File: src/rtl/mul_shift_add.sv
// Sequential 16x16 unsigned shift-and-add multiplier with valid/ready handshakes.
// One partial-product add per cycle through a single 16-bit ripple adder.

module adder (
    input  logic [15:0] a,
    input  logic [15:0] b,
    output logic [15:0] sum,
    output logic        carry
);

    logic [16:0] c;

    assign c[0] = 1'b0;

    genvar i;
    generate
        for (i = 0; i < 16; i++) begin : g_fa
            assign sum[i]   = a[i] ^ b[i] ^ c[i];
            assign c[i + 1] = (a[i] & b[i]) | (c[i] & (a[i] ^ b[i]));
        end
    endgenerate

    assign carry = c[16];

endmodule

module mul_shift_add (
    input  logic        clk,
    input  logic        rst_n,
    input  logic        in_valid,
    output logic        in_ready,
    input  logic [15:0] a,
    input  logic [15:0] b,
    output logic        out_valid,
    input  logic        out_ready,
    output logic [31:0] product
);

    typedef enum logic [1:0] {
        IDLE = 2'd0,
        RUN  = 2'd1,
        DONE = 2'd2
    } state_t;

    state_t      state_q, state_d;
    logic [15:0] mcand_q, mcand_d;
    logic [15:0] hi_q, hi_d;
    logic [15:0] lo_q, lo_d;
    logic [4:0]  cnt_q, cnt_d;

    logic [15:0] addSum;
    logic        addCarry;

    adder u_adder (
        .a     (hi_q),
        .b     (mcand_q),
        .sum   (addSum),
        .carry (addCarry)
    );

    always_ff @(posedge clk or negedge rst_n) begin
        if (!rst_n) begin
            state_q <= IDLE;
            mcand_q <= '0;
            hi_q    <= '0;
            lo_q    <= '0;
            cnt_q   <= '0;
        end else begin
            state_q <= state_d;
            mcand_q <= mcand_d;
            hi_q    <= hi_d;
            lo_q    <= lo_d;
            cnt_q   <= cnt_d;
        end
    end

    // The adder carry becomes bit 15 of the new high half, so no partial-sum bit is lost.
    always_comb begin
        state_d = state_q;
        mcand_d = mcand_q;
        hi_d    = hi_q;
        lo_d    = lo_q;
        cnt_d   = cnt_q;
        case (state_q)
            IDLE: begin
                if (in_valid) begin
                    mcand_d = a;
                    hi_d    = '0;
                    lo_d    = b;
                    cnt_d   = '0;
                    state_d = RUN;
                end
            end
            RUN: begin
                if (lo_q[0]) begin
                    {hi_d, lo_d} = {addCarry, addSum, lo_q[15:1]};
                end else begin
                    {hi_d, lo_d} = {1'b0, hi_q, lo_q[15:1]};
                end
                cnt_d = cnt_q + 5'd1;
                if (cnt_q == 5'd15) begin
                    state_d = DONE;
                end
            end
            DONE: begin
                if (out_ready) begin
                    state_d = IDLE;
                end
            end
            default: begin
                state_d = IDLE;
            end
        endcase
    end

    assign in_ready  = (state_q == IDLE);
    assign out_valid = (state_q == DONE);
    assign product   = out_valid ? {hi_q, lo_q} : 32'd0;

endmodule
File: config.mk
export PLATFORM = sky130hd
export DESIGN_NAME = mul_shift_add
export DESIGN_NICKNAME = d
export VERILOG_FILES = /design/src/rtl/mul_shift_add.sv
export SDC_FILE = /design/constraint.sdc
export NUM_CORES = 1
export LEC_CHECK = 0
export ABC_CLOCK_PERIOD_IN_PS = 6900
export CELL_PAD_IN_SITES_DETAIL_PLACEMENT = 1
export CELL_PAD_IN_SITES_GLOBAL_PLACEMENT = 1
export CORE_AREA = 4 4 84 117
export CTS_BUF_LIST = sky130_fd_sc_hd__clkbuf_4 sky130_fd_sc_hd__clkbuf_8
export CTS_CLUSTER_SIZE = 10
export DETAILED_ROUTE_END_ITERATION = 8
export DIE_AREA = 0 0 88 121
export PLACE_DENSITY_LB_ADDON = 0.12
export SYNTH_ARGS = -nofsm -noshare
export SYNTH_HDL_FRONTEND = slang
export SYNTH_SLANG_ARGS = --single-unit
File: constraint.sdc
create_clock -name clk -period 6.9 [get_ports clk]
set_input_delay 1.035 -clock clk [delete_from_list [all_inputs] [get_ports clk]]
set_output_delay 1.035 -clock clk [all_outputs]
set_load 0.005 [all_outputs]
After elaboration in Yosys (flattened, before gate mapping) --
Index checks and enable logic that the tools add are counted.
Word-level totals: flip-flop bits (word level) 55, input port bits 36, output and inout bits 34, word-level logic and storage cells 107
Cells by class: add/sub/neg operators 1, equal/unequal tests 6, multiplexer cells 13, bitwise operators 77, reduce and logical (&&, ||, !) cells 5
Operators by type and width (number):
- $mux W16 | 4
- $pmux W16 S2 | 2
- $mux W32 | 1
- $and A1 B1 Y1 | 31
- $xor A1 B1 Y1 | 31
- $or A1 B1 Y1 | 15
- $pmux W5 S2 | 1
- $mux W2 | 3
- $pmux W2 S3 | 1
- $add A5 B1 Y5 const B | 1
- $eq A5 B4 Y1 const B | 1
- $mux W5 | 1
- $ne A2 B2 Y1 const B | 2
- $reduce_and A2 Y1 | 2
- $reduce_and A3 Y1 | 1
- $eq A2 B1 Y1 const B | 1
- $eq A2 B2 Y1 const B | 1
- $logic_not A2 Y1 | 1
- $ne A2 B1 Y1 const B | 1
- $reduce_bool A2 Y1 | 1

Longest topological paths before layout --
Gate-level depths: netlist (run 1).
depth in word-level cells 33, depth in mapped cells 22, mapped depth without buffers 22

Modules after synthesis --
From an unflattened synthesis (run 1), not the netlist that was laid out.
Second synthesis, totals: cells, all modules 272, area total of the unflattened synthesis 2991.6 um^2
By module, submodules not included:
- mul_shift_add | times used 1, cells an instance 246, area an instance 2641.3 um^2, sequential area each 1376.3 um^2
- adder | times used 1, cells an instance 26, area an instance 350.3 um^2, sequential area each 0.0 um^2

Least setup slack after synthesis (run 1) --
Ideal clock, no wire load.
path type register to register, start point reg hi_q[0], end point reg hi_q[14], setup time 138 ps, arrival time 5482 ps, required time 6762 ps, slack 1280 ps, cell stages (with the launch flop) 23, buffers on the path 0, clock period less this slack 5620 ps, cells stage by stage dfrtp_1 > ha_1 > fa_1 > fa_1 > fa_1 > inv_1 > fa_1 > fa_1 > inv_1 > fa_1 > inv_1 > fa_1 > fa_1 > fa_1 > fa_1 > fa_1 > fa_1 > fa_1 > inv_1 > fa_1 > fa_1 > mux2i_1 > o22ai_1
Between the ends: cells in the longest elaborated chain, start to end 32
Ends and longest elaborated chain:
- from (decl) | line 47 | logic [15:0] hi_q, hi_d;
- from (signal assigned) | line 71 | hi_q <= hi_d;
- $and A1 B1 Y1 (2 in series) | line 19 | assign c[i + 1] = (a[i] & b[i]) | (c[i] & (a[i] ^ b[i]));
- $or A1 B1 Y1 | line 19
- $and A1 B1 Y1 | line 19
- $or A1 B1 Y1 | line 19
- $and A1 B1 Y1 | line 19
- $or A1 B1 Y1 | line 19
- $and A1 B1 Y1 | line 19
- $or A1 B1 Y1 | line 19
- [... 15 more ...]
- $or A1 B1 Y1 | line 19
- $and A1 B1 Y1 | line 19
- $or A1 B1 Y1 | line 19
- $and A1 B1 Y1 | line 19
- $or A1 B1 Y1 | line 19
- $xor A1 B1 Y1 | line 18 | assign sum[i] = a[i] ^ b[i] ^ c[i];
- $mux W16 | line 95 | if (lo_q[0]) begin
- $pmux W16 S2 | line 84 | case (state_q)
No other way between the ends. A chain may end at the register's enable or synchronous reset.

Worst setup path after layout (run 1) --
Ends and elaborated chain as after synthesis.

==> results.yml, run 1 <==
run_status:
  outcome: "finished, final reports clean"
yosys:
  synth_commonest_cells: "dfrtp_1 (55), nand2_1 (38), o22ai_1 (31)"
  synth-compound-area-share_pct: 13.5
  synth_edf_count: 0
  synthMuxAreaShare_pct: 10.7
  ys_async_sr_fraction_pct: 100
  synth_area_mm2: 0.00310
  synth_seq_cells: 55
  yosys.area_share.simple_pct: 13.3
  yosys_warnings: 0
  ys_seq_area_share_pct: 44.5
  synth_adder_area_share_pct: 10.9
  synthFlopType: "dfrtp_1"
  ys_types: 32
  synth-xor-area-share_pct: 0
  yosysTopAreaCell: "dfrtp_1"
  ys_top_cells_by_area: "dfrtp_1 (44%), fa_1 (9.7%), o22ai_1 (6.3%)"
  syn_nets: 353
  netlist_instances: 299
  synth_area_per_cell_um2: 10.4
  synthDominantCellAreaShare_pct: 44.5
  synth_top_family_by_area: "compound AO/OA/AOI/OAI gates"
  synth_most_common_cell: "dfrtp_1"
pwr:
  leakage_nw: 1.64
  power_mw: 1.52
  cellPowerDensity_mw_per_mm2: 388
  ir_drop_mv: 0.142
timing:
  max_slew_margin_pct: 37.0
  finalCriticalPeriod_ns: 5.95
  skew_ns: 0.0103
  max_freq_mhz: 168
  rsz0062_at_grt: "no"
  setup_viol: 0
  hold_viol: 0
  slew_viol_final: 0
  worstMarginPinSlew_ns: 0.940
  period_share_pct: 86.3
  tns_ns: 0
global_route:
  grt_max_degree: 56
  grt_pass1_wl_um: 11900
  gr-total-overflow: 0
  grtUsageTotal_pct: 14.3
  grt_antenna_before_repair: 0
  grt_pass1_vias: 2399
placement:
  placedInstanceArea_mm2: 0.00382
  gp_congestion: 0.716
  port-buffer-count: 69
  dp_hpwl_um: 5020
  post-place-cells: 458
setup_path:
  critical_path.top_delay_family: "adder cells"
  arrival_ns: 6.13
  crit_start: "hi_q[0]"
  slowest_stage: "fa_1"
  cp.depth: 22
  end_kind: "flip-flop"
  rr_worst_depth: 22
  cp_max_fo: 4
  cp-start-kind: "flip-flop"
  crit_end: "hi_q[14]"
  critical_path_class: "flip-flop to flip-flop"
  slowest_delay_ns: 0.41
  path_buf_inv: 4
  r2r_setup_slack_ns: 0.95
  crit_top_cell: "fa_1"
  r2r_start: "hi_q[0]"
  r2r_end: "hi_q[14]"
  cp.required_ns: 7.08
  path_cells: "ha_1 > fa_1 > fa_1 > fa_1 > inv_1 > fa_1 > fa_1 > inv_1 > fa_1 > inv_1 > fa_1 > fa_1 > fa_1 > fa_1 > fa_1 > fa_1 > fa_1 > inv_1 > fa_1 > fa_1 > mux2i_1 > o22ai_1"
cts:
  clock-sinks: 55
  postCtsResizedCells: 0
  cts_made_buffers: 5
  cts_max_path_buffers: 2
  h-tree-depth: 2
  holdBufCountCts: 0
  cts_setup_buffers: 0
  cts_tree: "yes"
  cts_root_buf: "clkbuf_8"
  path_clk_slew_ns: 0.10
  clk_latency_ns: 0.31
floorplan:
  initial_core_util_pct: 34.9
  ios: 70
  core-area_mm2: 0.00887
  die_w_um: 88
  die_h_um: 121
  fp-row-count: 41
  dieArea_mm2: 0.0106
cells_and_area:
  areaGrowthSynthToFinish_pct: 26.7
  fin_area_mm2: 0.00392
  seqCellArea_mm2: 0.00138
  multi_input_area_mm2: 0.00150
  nNetsFinal: 412
  final_cells: 466
  antennaDiodeCount: 0
  post-route-util_pct: 44.2
  drive_gt1_share_pct: 9.75
  fillers: 983
routing:
  drtIter0Drc: 81
  drtAntennaViolNets: 0
  drt-total-wl_um: 7200
  drt_first_pass_iters: 4
  routed_via_density: 4.99
  vias: 2325
  drc: 0
  avgRoutedWirePerCell_um: 15.4
worst_hold_path:
  hold_class: "flip-flop to flip-flop"
flow_run:
  drv_cap: 0
-- cells in the final DEF, fill, tap and decap left out, drive strengths merged, types with 2 or more instances in the layout --
cell type | netlist | final
clkdlybuf4s50 | 0 | 68
dfrtp | 55 | 55
nand2 | 38 | 38
o22ai | 31 | 31
inv | 26 | 26
and2 | 24 | 24
o21ai | 20 | 20
mux2 | 20 | 20
fa | 15 | 15
nor2 | 11 | 11
a21oi | 8 | 8
a22oi | 8 | 8
clkbuf | 3 | 8
mux2i | 6 | 6
buf | 17 | 4
nand3 | 3 | 3
ha | 3 | 3
nor2b | 3 | 3
nand2b | 2 | 2
-- logic make-up (layout without fill, tap and decap cells) --
logic type                 after synthesis  count (layout)
buffers and inverters                   47             107
AOI/OAI and AO/OA                       70              70
adders and majority gates               18              18
and+or+nand+nor                         83              83
muxes                                   26              26
DFF                                     55              55
-- how the worst min path moves through the flow --
stage / from / to / slack (ns) / cells after the start
detailed placement: lo_q[3] / lo_q[3] / 0.49 / 2
CTS: lo_q[3] / lo_q[3] / 0.52 / 2
global placement: lo_q[8] / lo_q[8] / 0.49 / 2
floorplan: lo_q[1] / lo_q[1] / 0.46 / 2
global route: mcand_q[8] / mcand_q[8] / 0.53 / 1
finish: lo_q[3] / lo_q[3] / 0.51 / 2
-- worst register-to-register path, delay by kind of cell (launching register included) --
kind / cells / cell delay (ns)
buffers and inverters: 4 / 0.27
adders and majority gates: 16 / 4.94
muxes: 1 / 0.14
DFF: 1 / 0.39
AOI/OAI and AO/OA: 1 / 0.09
-- state kept, by name, summed over array words and instances, names as in the netlist --
signal	count
hi_q	16
mcand_q	16
state_q	2
cnt_q	5
lo_q	16
-- through the flow --
step | hold WS [ns] | setup slack, ns
after detailed placement | 0.495 | 0.914
after CTS | 0.519 | 0.886
after floorplan | 0.464 | 1.28
after global routing | 0.534 | 0.620
final | 0.514 | 0.948
after global placement | 0.485 | 0.994
-- per-layer routing --
metal / vias up / GRT usage (%) / wire, um
met5: - / 0 / 0
met3: 8 / 2.99 / 365
met2: 50 / 23.7 / 3620
met4: 0 / 5.09 / 128
met1: 1149 / 18.1 / 3080
li1: 1118 / - / -
-- power by group --
| part | total (mW) | switching [mW] | internal [mW] |
|---|---|---|---|
| clock network | 0.202 | 0.106 | 0.0959 |
| registers | 0.620 | 0.135 | 0.485 |
| logic | 0.701 | 0.343 | 0.358 |
| total | 1.52 | 0.583 | 0.939 |
-- layout make-up --
cell class	count	share of cell area (%)
Clock buffer	8	2.65
Inverter	27	2.58
Multi-Input combinational cell	197	38.2
Sequential cell	55	35.1
Tap cell	107	3.41
Timing Repair Buffer	72	18.1
(Power assumes the default switching activity.)
==> run 2, diff against run 1 <==
Settings changed: RECOVER_POWER from default to 25, SKIP_CTS_REPAIR_TIMING from default to 1.
==> results.yml, run 2 (synthesized netlist as in run 1, its figures left out) <==
run_status:
  outcome: "finished with violations"
  violations: "capacitance limit, slew limit"
cells_and_area:
  final_cell_mix: "clkdlybuf4s50_1 (68), dfrtp_1 (55), nand2_1 (38)"
  reg_top3: "hi_q x16, lo_q x16, mcand_q x16"
  final_common_cell: "clkdlybuf4s50_1"
  antennaDiodeCount: 0
  nNetsFinal: 412
  post-route-util_pct: 44.1
  final_cells: 466
  drive_gt1_share_pct: 9.47
  fillers: 984
  areaGrowthSynthToFinish_pct: 26.6
routing:
  drt-total-wl_um: 7190
  drtAntennaViolNets: 0
  routed_via_density: 5.02
  drt_first_pass_iters: 4
  drtIter0Drc: 106
  avgRoutedWirePerCell_um: 15.4
  drc: 0
  vias: 2338
pwr:
  leakage_nw: 1.64
  comb_power_share_pct: 46.0
  power.internal_uw: 939
  p_sw_uw: 583
  cellPowerDensity_mw_per_mm2: 389
  power_frac_clock_pct: 13.3
  seqPwrFrac_pct: 40.7
  ir_drop_mv: 0.143
  sw_frac_of_total_pct: 38.3
global_route:
  grt_max_degree: 56
  grtUsageTotal_pct: 14.3
  grt_pass1_wl_um: 11900
  grt_antenna_before_repair: 0
  grt_pass1_vias: 2399
  gr-total-overflow: 0
setup_path:
  slowest_stage: "fa_1"
  path_buf_inv: 4
  path_cells: "ha_1 > fa_1 > fa_1 > fa_1 > inv_1 > fa_1 > fa_1 > inv_1 > fa_1 > inv_1 > fa_1 > fa_1 > fa_1 > fa_1 > fa_1 > fa_1 > fa_1 > inv_1 > fa_1 > fa_1 > mux2i_1 > o22ai_1"
  critical_path_class: "flip-flop to flip-flop"
  cp.depth: 22
  end_kind: "flip-flop"
  r2r_end: "hi_q[14]"
  cp_max_fo: 4
  cp.required_ns: 7.08
  critical_path.top_delay_family: "adder cells"
  r2r_setup_slack_ns: 0.94
  cp-start-kind: "flip-flop"
  slowest_delay_ns: 0.41
  rr_worst_depth: 22
  arrival_ns: 6.14
  crit_top_cell: "fa_1"
  r2r_start: "hi_q[0]"
floorplan:
  core-area_mm2: 0.00887
  die_h_um: 121
  fp-row-count: 41
  ios: 70
  dieArea_mm2: 0.0106
  initial_core_util_pct: 34.9
  die_w_um: 88
timing:
  skew_ns: 0.00767
  fin_worst_hold_slack_ns: 0.513
  rsz0062_at_grt: "no"
  slew_viol_final: 56
  worstMarginPinSlew_ns: 3.03
  max_freq_mhz: 168
  hold_viol: 0
  tns_ns: 0
  finalCriticalPeriod_ns: 5.96
  max_slew_margin_pct: -102
  fin_ws_ns: 0.942
  setup_viol: 0
  period_share_pct: 86.4
worst_hold_path:
  worstHoldStart: "lo_q[3]"
  whs_path_depth: 2
  hold_class: "flip-flop to flip-flop"
  holdPathEnd: "lo_q[3]"
cts:
  cts_root_buf: "clkbuf_8"
  path_clk_slew_ns: 0.10
  clk_latency_ns: 0.31
  cts_max_path_buffers: 2
  h-tree-depth: 2
  cts_tree: "yes"
  clock-sinks: 55
  cts_made_buffers: 5
placement:
  preCtsSetupSlack_ns: 0.914
  dp_hpwl_um: 5020
  port-buffer-count: 69
  gp_congestion: 0.716
  post-place-cells: 458
flow_run:
  drv_cap: 1
-- run 2: worst reg2reg max path, delay by kind of cell, from the launching register on --
family | cells | cell delay [ns]
compound gates | 1 | 0.09
fa+ha+maj | 16 | 4.94
buf+inv | 4 | 0.27
flops | 1 | 0.39
mux | 1 | 0.14
-- run 2: area by class of cell --
type	instances	area (um^2)	area share, %
Multi-Input combinational cell	197	1500	38.2
Sequential cell	55	1380	35.1
Timing Repair Buffer	72	704	18.0
Tap cell	107	134	3.42
Clock buffer	8	104	2.65
Inverter	27	101	2.59
-- run 2: per-stage QoR --
stage	instance area [um^2]	power, mW
final	3920	1.52
after detailed placement	3820	1.35
after floorplan	3100	1.16
after CTS	3920	1.56
after global routing	3920	1.68
after global placement	3820	1.31
-- run 2: worst max path at each step --
stage | start | slack (ns) | endpoint
floorplan | hi_q[0] | 1.28 | hi_q[14]
global placement | hi_q[0] | 0.99 | hi_q[14]
detailed placement | hi_q[0] | 0.91 | hi_q[14]
CTS | hi_q[0] | 0.89 | hi_q[14]
global route | hi_q[0] | 0.62 | hi_q[14]
finish | hi_q[0] | 0.94 | hi_q[14]
-- run 2: power by group through the flow --
| stage | Sequential (mW) | Combinational, mW | Clock [mW] |
|---|---|---|---|
| 2_1_floorplan | 0.581 | 0.579 | 0 |
| 3_3_place_gp | 0.623 | 0.683 | 0 |
| 3_5_place_dp | 0.630 | 0.719 | 0 |
| 4_1_cts | 0.624 | 0.722 | 0.214 |
| 5_1_grt | 0.649 | 0.800 | 0.230 |
| 6_report | 0.620 | 0.700 | 0.203 |
-- run 2: layer usage --
metal	track usage, %	vias to the layer above	share of wire [%]
li1	-	1119	-
met1	18.1	1159	42
met2	23.7	52	51
met3	2.99	8	5.1
met4	5.09	0	1.8
met5	0	-	0
